File: src/rtl/pe_array_sched_if.sv
// pe_array_sched_if: command, PE-array control and buffer-feed signals of the systolic sequencer
interface pe_array_sched_if #(
  parameter int ROWS = 4,
  parameter int COLS = 4,
  parameter int KW   = 8
);
  localparam int RW = ROWS > 1 ? $clog2(ROWS) : 1;
  localparam int CW = $clog2(ROWS + COLS);
  logic          start;
  logic          mode;
  logic          acc_mode;
  logic [KW-1:0] k_len;
  logic          busy;
  logic          done;
  logic          err;
  logic          pe_en;
  logic          pe_load;
  logic          pe_data_flow;
  logic          pe_acc_en;
  logic          pe_valid;
  logic [KW-1:0] feed_t;
  logic [ROWS-1:0] a_row_vld;
  logic [COLS-1:0] b_col_vld;
  logic          w_rd_en;
  logic [RW-1:0] w_rd_row;
  logic          psum_rd_en;
  logic          cap_en;
  logic [CW-1:0] cap_idx;
  modport slave (
    input  start, mode, acc_mode, k_len, pe_valid,
    output busy, done, err, pe_en, pe_load, pe_data_flow, pe_acc_en,
           feed_t, a_row_vld, b_col_vld, w_rd_en, w_rd_row, psum_rd_en, cap_en, cap_idx
  );
  modport master (
    output start, mode, acc_mode, k_len, pe_valid,
    input  busy, done, err, pe_en, pe_load, pe_data_flow, pe_acc_en,
           feed_t, a_row_vld, b_col_vld, w_rd_en, w_rd_row, psum_rd_en, cap_en, cap_idx
  );
endinterface

File: src/rtl/pe_array_sched.sv
// pe_array_sched: per-tile OS/WS sequencer driving PE_Array controls, skewed feed masks and output capture
module pe_array_sched #(
  parameter int ROWS     = 4,
  parameter int COLS     = 4,
  parameter int KW       = 8,
  parameter int WAIT_MAX = 64
) (
  input logic clk,
  input logic rst_n,
  pe_array_sched_if.slave io
);
  localparam int RW = ROWS > 1 ? $clog2(ROWS) : 1;
  localparam int CW = $clog2(ROWS + COLS);
  localparam int WW = $clog2(WAIT_MAX + 1);
  localparam logic [KW-1:0] R_K   = KW'(ROWS);
  localparam logic [KW-1:0] RC_K  = KW'(ROWS + COLS);
  localparam logic [CW-1:0] N_OS  = CW'(ROWS);
  localparam logic [CW-1:0] N_WS  = CW'(ROWS + COLS - 1);
  localparam logic [WW-1:0] W_END = WW'(WAIT_MAX - 1);
  localparam logic [RW-1:0] R_TOP = RW'(ROWS - 1);
  typedef enum logic [2:0] {IDLE, LOAD, STREAM, DRAIN, DONE} state_t;
  state_t state_q, state_d;
  logic mode_q, mode_d, acc_q, acc_d, err_q, err_d;
  logic [KW-1:0] k_q, k_d, feed_q, feed_d, lim;
  logic [RW-1:0] ld_q, ld_d;
  logic [CW-1:0] beats_q, beats_d, pop_q, pop_d, n_beats;
  logic [WW-1:0] wait_q, wait_d;
  logic bad, last, cap, pop;
  // zero length, or a stream length that would not fit the feed counter
  assign bad = io.k_len == '0 || ({1'b0, io.k_len} + {1'b0, RC_K}) > (KW+1)'({KW{1'b1}});
  assign lim = mode_q ? k_q + R_K : k_q + RC_K;
  assign last = feed_q == lim - KW'(1);
  assign n_beats = mode_q ? N_WS : N_OS;
  assign cap = io.pe_valid && beats_q < n_beats && (state_q == DRAIN || (state_q == STREAM && last));
  assign pop = mode_q && acc_q && pop_q < N_WS && (state_q == DRAIN || (state_q == STREAM && feed_q >= R_K));
  always_comb begin
    state_d = state_q;
    mode_d = mode_q;
    acc_d = acc_q;
    k_d = k_q;
    err_d = err_q;
    feed_d = feed_q;
    ld_d = ld_q;
    wait_d = wait_q;
    beats_d = beats_q + CW'(cap);
    pop_d = pop_q + CW'(pop);
    case (state_q)
      IDLE: if (io.start) begin
        mode_d = io.mode;
        acc_d = io.acc_mode;
        k_d = io.k_len;
        err_d = bad;
        feed_d = '0;
        ld_d = '0;
        wait_d = '0;
        beats_d = '0;
        pop_d = '0;
        state_d = bad ? DONE : io.mode ? LOAD : STREAM;
      end
      LOAD: begin
        ld_d = ld_q + RW'(1);
        state_d = ld_q == R_TOP ? STREAM : LOAD;
      end
      STREAM: begin
        feed_d = last ? '0 : feed_q + KW'(1);
        state_d = last ? DRAIN : STREAM;
      end
      DRAIN: begin
        wait_d = wait_q + WW'(1);
        state_d = (beats_d == n_beats || wait_q == W_END) ? DONE : DRAIN;
        err_d = beats_d != n_beats && wait_q == W_END;
      end
      default: state_d = IDLE;
    endcase
  end
  always_ff @(posedge clk) begin
    if (!rst_n) begin
      state_q <= IDLE;
      mode_q <= 1'b0;
      acc_q <= 1'b0;
      err_q <= 1'b0;
      k_q <= '0;
      feed_q <= '0;
      ld_q <= '0;
      wait_q <= '0;
      beats_q <= '0;
      pop_q <= '0;
    end else begin
      state_q <= state_d;
      mode_q <= mode_d;
      acc_q <= acc_d;
      err_q <= err_d;
      k_q <= k_d;
      feed_q <= feed_d;
      ld_q <= ld_d;
      wait_q <= wait_d;
      beats_q <= beats_d;
      pop_q <= pop_d;
    end
  end
  assign io.busy = state_q == LOAD || state_q == STREAM || state_q == DRAIN;
  assign io.done = state_q == DONE;
  assign io.err = state_q == DONE && err_q;
  assign io.pe_en = state_q == STREAM;
  assign io.pe_load = state_q == LOAD;
  assign io.w_rd_en = state_q == LOAD;
  assign io.w_rd_row = state_q == LOAD ? R_TOP - ld_q : '0;
  assign io.pe_data_flow = mode_q;
  assign io.pe_acc_en = acc_q && mode_q && (state_q == STREAM || state_q == DRAIN);
  assign io.feed_t = feed_q;
  assign io.psum_rd_en = pop;
  assign io.cap_en = cap;
  assign io.cap_idx = beats_q;
  for (genvar r = 0; r < ROWS; r++) begin : g_a
    assign io.a_row_vld[r] = state_q == STREAM && feed_q >= KW'(r) && feed_q - KW'(r) < k_q;
  end
  for (genvar c = 0; c < COLS; c++) begin : g_b
    assign io.b_col_vld[c] = state_q == STREAM && !mode_q && feed_q >= KW'(c) && feed_q - KW'(c) < k_q;
  end
endmodule

File: src/flat_wrapper.sv
// flat-port wrapper written by rule: the top's interface ports become plain ports
module pe_array_sched_flat 
#(
  parameter int ROWS     = 4,
  parameter int COLS     = 4,
  parameter int KW       = 8,
  parameter int WAIT_MAX = 64
)
  (clk, rst_n, io_start, io_mode, io_acc_mode, io_k_len, io_pe_valid, io_busy, io_done, io_err, io_pe_en, io_pe_load, io_pe_data_flow, io_pe_acc_en, io_feed_t, io_a_row_vld, io_b_col_vld, io_w_rd_en, io_w_rd_row, io_psum_rd_en, io_cap_en, io_cap_idx);
  pe_array_sched_if #(.ROWS(ROWS), .COLS(COLS), .KW(KW)) io_i ();
  input logic clk;
  input logic rst_n;
  input wire logic [$bits(io_i.start)-1:0] io_start;
  input wire logic [$bits(io_i.mode)-1:0] io_mode;
  input wire logic [$bits(io_i.acc_mode)-1:0] io_acc_mode;
  input wire logic [$bits(io_i.k_len)-1:0] io_k_len;
  input wire logic [$bits(io_i.pe_valid)-1:0] io_pe_valid;
  output wire logic [$bits(io_i.busy)-1:0] io_busy;
  output wire logic [$bits(io_i.done)-1:0] io_done;
  output wire logic [$bits(io_i.err)-1:0] io_err;
  output wire logic [$bits(io_i.pe_en)-1:0] io_pe_en;
  output wire logic [$bits(io_i.pe_load)-1:0] io_pe_load;
  output wire logic [$bits(io_i.pe_data_flow)-1:0] io_pe_data_flow;
  output wire logic [$bits(io_i.pe_acc_en)-1:0] io_pe_acc_en;
  output wire logic [$bits(io_i.feed_t)-1:0] io_feed_t;
  output wire logic [$bits(io_i.a_row_vld)-1:0] io_a_row_vld;
  output wire logic [$bits(io_i.b_col_vld)-1:0] io_b_col_vld;
  output wire logic [$bits(io_i.w_rd_en)-1:0] io_w_rd_en;
  output wire logic [$bits(io_i.w_rd_row)-1:0] io_w_rd_row;
  output wire logic [$bits(io_i.psum_rd_en)-1:0] io_psum_rd_en;
  output wire logic [$bits(io_i.cap_en)-1:0] io_cap_en;
  output wire logic [$bits(io_i.cap_idx)-1:0] io_cap_idx;
  assign io_i.start = io_start;
  assign io_i.mode = io_mode;
  assign io_i.acc_mode = io_acc_mode;
  assign io_i.k_len = io_k_len;
  assign io_i.pe_valid = io_pe_valid;
  assign io_busy = io_i.busy;
  assign io_done = io_i.done;
  assign io_err = io_i.err;
  assign io_pe_en = io_i.pe_en;
  assign io_pe_load = io_i.pe_load;
  assign io_pe_data_flow = io_i.pe_data_flow;
  assign io_pe_acc_en = io_i.pe_acc_en;
  assign io_feed_t = io_i.feed_t;
  assign io_a_row_vld = io_i.a_row_vld;
  assign io_b_col_vld = io_i.b_col_vld;
  assign io_w_rd_en = io_i.w_rd_en;
  assign io_w_rd_row = io_i.w_rd_row;
  assign io_psum_rd_en = io_i.psum_rd_en;
  assign io_cap_en = io_i.cap_en;
  assign io_cap_idx = io_i.cap_idx;
  pe_array_sched #(.ROWS(ROWS), .COLS(COLS), .KW(KW), .WAIT_MAX(WAIT_MAX)) u_core (.clk(clk), .rst_n(rst_n), .io(io_i));
endmodule
File: config.mk
export PLATFORM = sky130hd
export DESIGN_NAME = pe_array_sched_flat
export DESIGN_NICKNAME = d
export VERILOG_FILES = /design/src/rtl/pe_array_sched_if.sv /design/src/rtl/pe_array_sched.sv /design/src/flat_wrapper.sv
export SDC_FILE = /design/constraint.sdc
export NUM_CORES = 1
export LEC_CHECK = 0
export ABC_CLOCK_PERIOD_IN_PS = 3300
export CAP_MARGIN = 20
export CORE_MARGIN = 8
export CORE_UTILIZATION = 25
export CTS_CLUSTER_SIZE = 20
export DETAILED_ROUTE_END_ITERATION = 16
export HOLD_SLACK_MARGIN = 0.05
export PLACE_DENSITY = 0.45
export SYNTH_ARGS = -nofsm -noshare
export SYNTH_HDL_FRONTEND = slang
export SYNTH_SLANG_ARGS = --single-unit
File: constraint.sdc
create_clock -name clk -period 3.3 [get_ports clk]
set_input_delay 0.66 -clock clk [delete_from_list [all_inputs] [get_ports clk]]
set_output_delay 0.66 -clock clk [all_outputs]
set_load 0.05 [all_outputs]
==> flow_metrics.py <==
metrics = {
    "yosys": {
        "synth_edf_count": 0,
        "syn_area_sq_um": 3350,
        "synthXorXnorAreaFrac_pct": 9.82,
        "netlist_instances": 422,
        "ys_seq_area_share_pct": 22.1,
        "synthArstFlopShare_pct": 0,
        "synth_compound_area_share_pct": 20.2,
        "synthesis.nets": 486,
        "synth_seq_cells": 37,
        "synthSimpleGateAreaFrac_pct": 23.1,
        "syn-mean-instance-area_sq_um": 7.94,
        "synth_fa_ha_area_share_pct": 18.7,
        "ys.flop_type": "dfxtp_1",
        "synthMuxAreaShare_pct": 0.934,
        "yosysWarnings": 0,
        "synth_top_family_by_area": "simple AND/OR/NAND/NOR gates",
        "yosysUniqueCellTypes": 51,
    },
    "final_layout": {
        "fin_area_sq_um": 4920,
        "fillers": 1347,
        "multi_input_area_sq_um": 2850,
        "layout-drive-gt1-share_pct": 23.9,
        "instances_no_fill": 665,
        "nets": 552,
        "syn_to_final_growth_pct": 47.0,
        "regArea_sq_um": 768,
        "diodes": 0,
    },
    "power": {
        "total_switching_power_w": 0.000518,
        "leakagePower_nw": 1.91,
        "peakVddDrop_mv": 0.202,
        "power.total_w": 0.00159,
        "swShare_pct": 32.6,
        "combPwrFrac_pct": 30.8,
        "power_density_nw_per_um2": 323,
        "p_int_w": 0.00107,
        "pwr-share-clk_pct": 38.6,
        "seqPwrFrac_pct": 30.7,
    },
    "timing": {
        "hold_slack_ps": 484,
        "finClkSkew_ps": 6.51,
        "rsz0062_at_grt": "yes",
        "final-setup-viol-count": 2,
        "fin_crit_ps": 3320,
        "worst_pin_slew_ps": 1010,
        "period_share_pct": 101,
        "setup_ws_ps": -18.6,
        "slew_headroom_pct": 31.8,
        "hold_viol": 0,
        "max_freq_mhz": 301,
        "drv_slew": 0,
    },
    "clocking": {
        "holdBufCountCts": 0,
        "worstSkewPairLatency_ps": 290,
        "clock-root-buffer": "clkbuf_16",
        "h-tree-depth": 2,
        "cts_tree": "done",
        "cts_buffer_depth": 2,
        "clk_pin_slew_worst_paths_ps": 60,
        "cts_sinks": 37,
        "cts_buffers": 5,
    },
    "critical_path": {
        "end_kind": "output port",
        "crit_path_cell_trace": "inv_6, ha_4, inv_2, ha_4, nor2b_1, o21a_1, o21a_1, o21a_1, o21ai_1, nand2b_1, a311oi_4, buf_12",
        "crit_required_ps": 2640,
        "r2r_slack_ps": 10,
        "critPathLaunchType": "register",
        "crit_slowest_cell": "dfxtp_4",
        "cp_max_fo": 6,
        "slowest_delay_ps": 400,
        "crit_type": "register to output port",
        "crit_arrival_ps": 2660,
        "cp_common_cell": "o21a_1",
    },
    "place": {
        "post_dp_cell_area_sq_um": 4390,
        "hpwlAfterDp_mm": 8.02,
        "portBuffers": 44,
        "dp.cells": 647,
        "place_congestion": 0.840,
    },
    "die": {
        "fp.dieW_um": 132,
        "io-pin-count": 45,
        "core-area_sq_um": 13200,
        "fp.dieH_um": 132,
        "initial_core_util_pct": 25.4,
        "placementRows": 42,
        "dieArea_sq_um": 17400,
    },
    "grt": {
        "overflow": 0,
        "antenna_found_initial": 0,
        "grt_max_degree": 28,
        "grt_usage_pct": 12.1,
        "grt_pass1_wl_mm": 17.1,
        "grt_pass1_vias": 3278,
    },
    "detailed_routing": {
        "wl_mm": 10.3,
        "drc": 0,
        "wl_per_cell_um": 15.5,
        "drt_first_pass_iters": 6,
        "ant_nets": 0,
        "vias": 3193,
        "viasPerCell": 4.80,
        "drtIter0Drc": 149,
    },
    "run": {
        "drv_cap": 0,
    },
    "status": {
        "failed_checks": "negative setup slack",
        "status": "complete, but fails checks",
    },
    "min_path": {
        "hold_class": "register to register",
    },
}
cells by family after synthesis:
logic type / Yosys count
fa+ha+maj: 50
xor+xnor: 36
compound gates: 100
buf+inv: 41
simple gates: 155
mux: 3
flops: 37
per-layer routing:
| metal | vias up | wire length [um] | global-route usage [%] |
|---|---|---|---|
| met1 | 1513 | 4810 | 14.7 |
| met2 | 47 | 5060 | 20.9 |
| met4 | 0 | 153 | 4.02 |
| met5 | - | 0 | 0 |
| li1 | 1623 | - | - |
| met3 | 10 | 320 | 2.17 |
synth_stat cells, types with 2 or more instances:
cell type  number  share of area [%]
a31oi_1         4               0.75
nor2_1         26                2.9
o21ai_0        17                2.5
nor4_1          6                1.1
and3_1         11                2.1
dfxtp_1        37                 22
a311oi_1        3               0.78
a211oi_1        5                1.1
or3_1           2               0.37
or2_2           3               0.56
a21oi_1        22                3.3
a21boi_0       11                2.5
o41ai_1         2               0.52
nor2b_1        11                2.1
mux2i_1         2               0.60
buf_1           4               0.45
inv_1          22                2.5
and2_1          4               0.75
a221oi_1        5                1.3
nand3_1        16                2.4
clkbuf_1       10                1.1
o21a_1          9                2.0
nand2b_1       10                1.9
o31ai_1         3               0.67
buf_4           2               0.45
a22oi_1         2               0.45
a21o_1          6                1.3
xnor2_1        22                5.8
nor3_1          9                1.3
a2111oi_0       2               0.52
xor2_1         13                3.4
ha_1           50                 19
nand2_1        51                5.7
buf_2           2               0.30
a22o_1          2               0.52
critical path, delay by kind of cell, from the launching register on:
family,cells,cell delay (ps)
AO/OA/AOI/OAI,5,960
buffers and inverters,3,290
adder cells (fa/ha/maj),2,480
AND/OR/NAND/NOR,2,250
flip-flops,1,400
registers in the layout, indices dropped and copies added, names as in the netlist, 2 cells and up:
register,flops
u_core.io.feed_t,8
u_core.k_q,8
u_core.pop_q,3
u_core.ld_q,2
u_core.state_q,3
u_core.wait_q,7
u_core.io.cap_idx,3
worst paths after layout:
path / startpoint / end / cells past startpoint
max reg2reg: u_core.k_q[3] / u_core.state_q[1] / 16
min reg2reg: u_core.acc_q / u_core.acc_q / 2
min: u_core.acc_q / u_core.acc_q / 2
max: u_core.io.feed_t[1] / io_b_col_vld[1] / 12
power by group through the flow:
stage / sequential (W) / combinational [W] / clock [W]
final: 0.000487 / 0.000489 / 0.000613
after global placement: 0.000500 / 0.000440 / 0
after CTS: 0.000487 / 0.000467 / 0.000629
after global routing: 0.000491 / 0.000544 / 0.000651
after detailed placement: 0.000501 / 0.000441 / 0
after floorplan: 0.000498 / 0.000303 / 0
placed cells by master (no fill, tap or decap), types with 9 or more instances in the layout:
master / instances
nand2_1: 50
ha_1: 37
clkdlybuf4s50_1: 35
buf_4: 31
dfxtp_1: 29
nor2_1: 25
xnor2_1: 22
inv_1: 17
a21oi_1: 16
nand3_1: 15
o21ai_0: 12
xor2_1: 12
ha_4: 11
a21boi_0: 10
and3_1: 10
nor2b_1: 10
nand2b_1: 10
o21a_1: 9
buf_12: 9
per-stage QoR:
| stage | setup WS, ps | setup TNS [ps] | utilization, % |
|---|---|---|---|
| 2_1_floorplan | -111 | -258 | - |
| 3_3_place_gp | 28.7 | 0 | 33.3 |
| 3_5_place_dp | -107 | -190 | 33.3 |
| 4_1_cts | -49.0 | -153 | 36.0 |
| 5_1_grt | -157 | -957 | 37.3 |
| 6_report | -18.6 | -23.6 | 37.3 |
area by class of cell:
cell class / count / share of cell area (%)
multi-input cells: 344 / 58.0
repair buffers: 78 / 16.2
flip-flops and latches: 37 / 15.6
well taps: 176 / 4.47
clock buffers: 6 / 3.05
inverters: 22 / 1.91
clock inverters: 2 / 0.788
what timing repair did:
item | in CTS | in global routing
endpoints found under the setup margin | 12 | 13
gates resized for setup | 22 | 31
buffers inserted | 8 | 3
pin swaps | 8 | 12
Note: power is estimated with default switching activity, not from simulation.
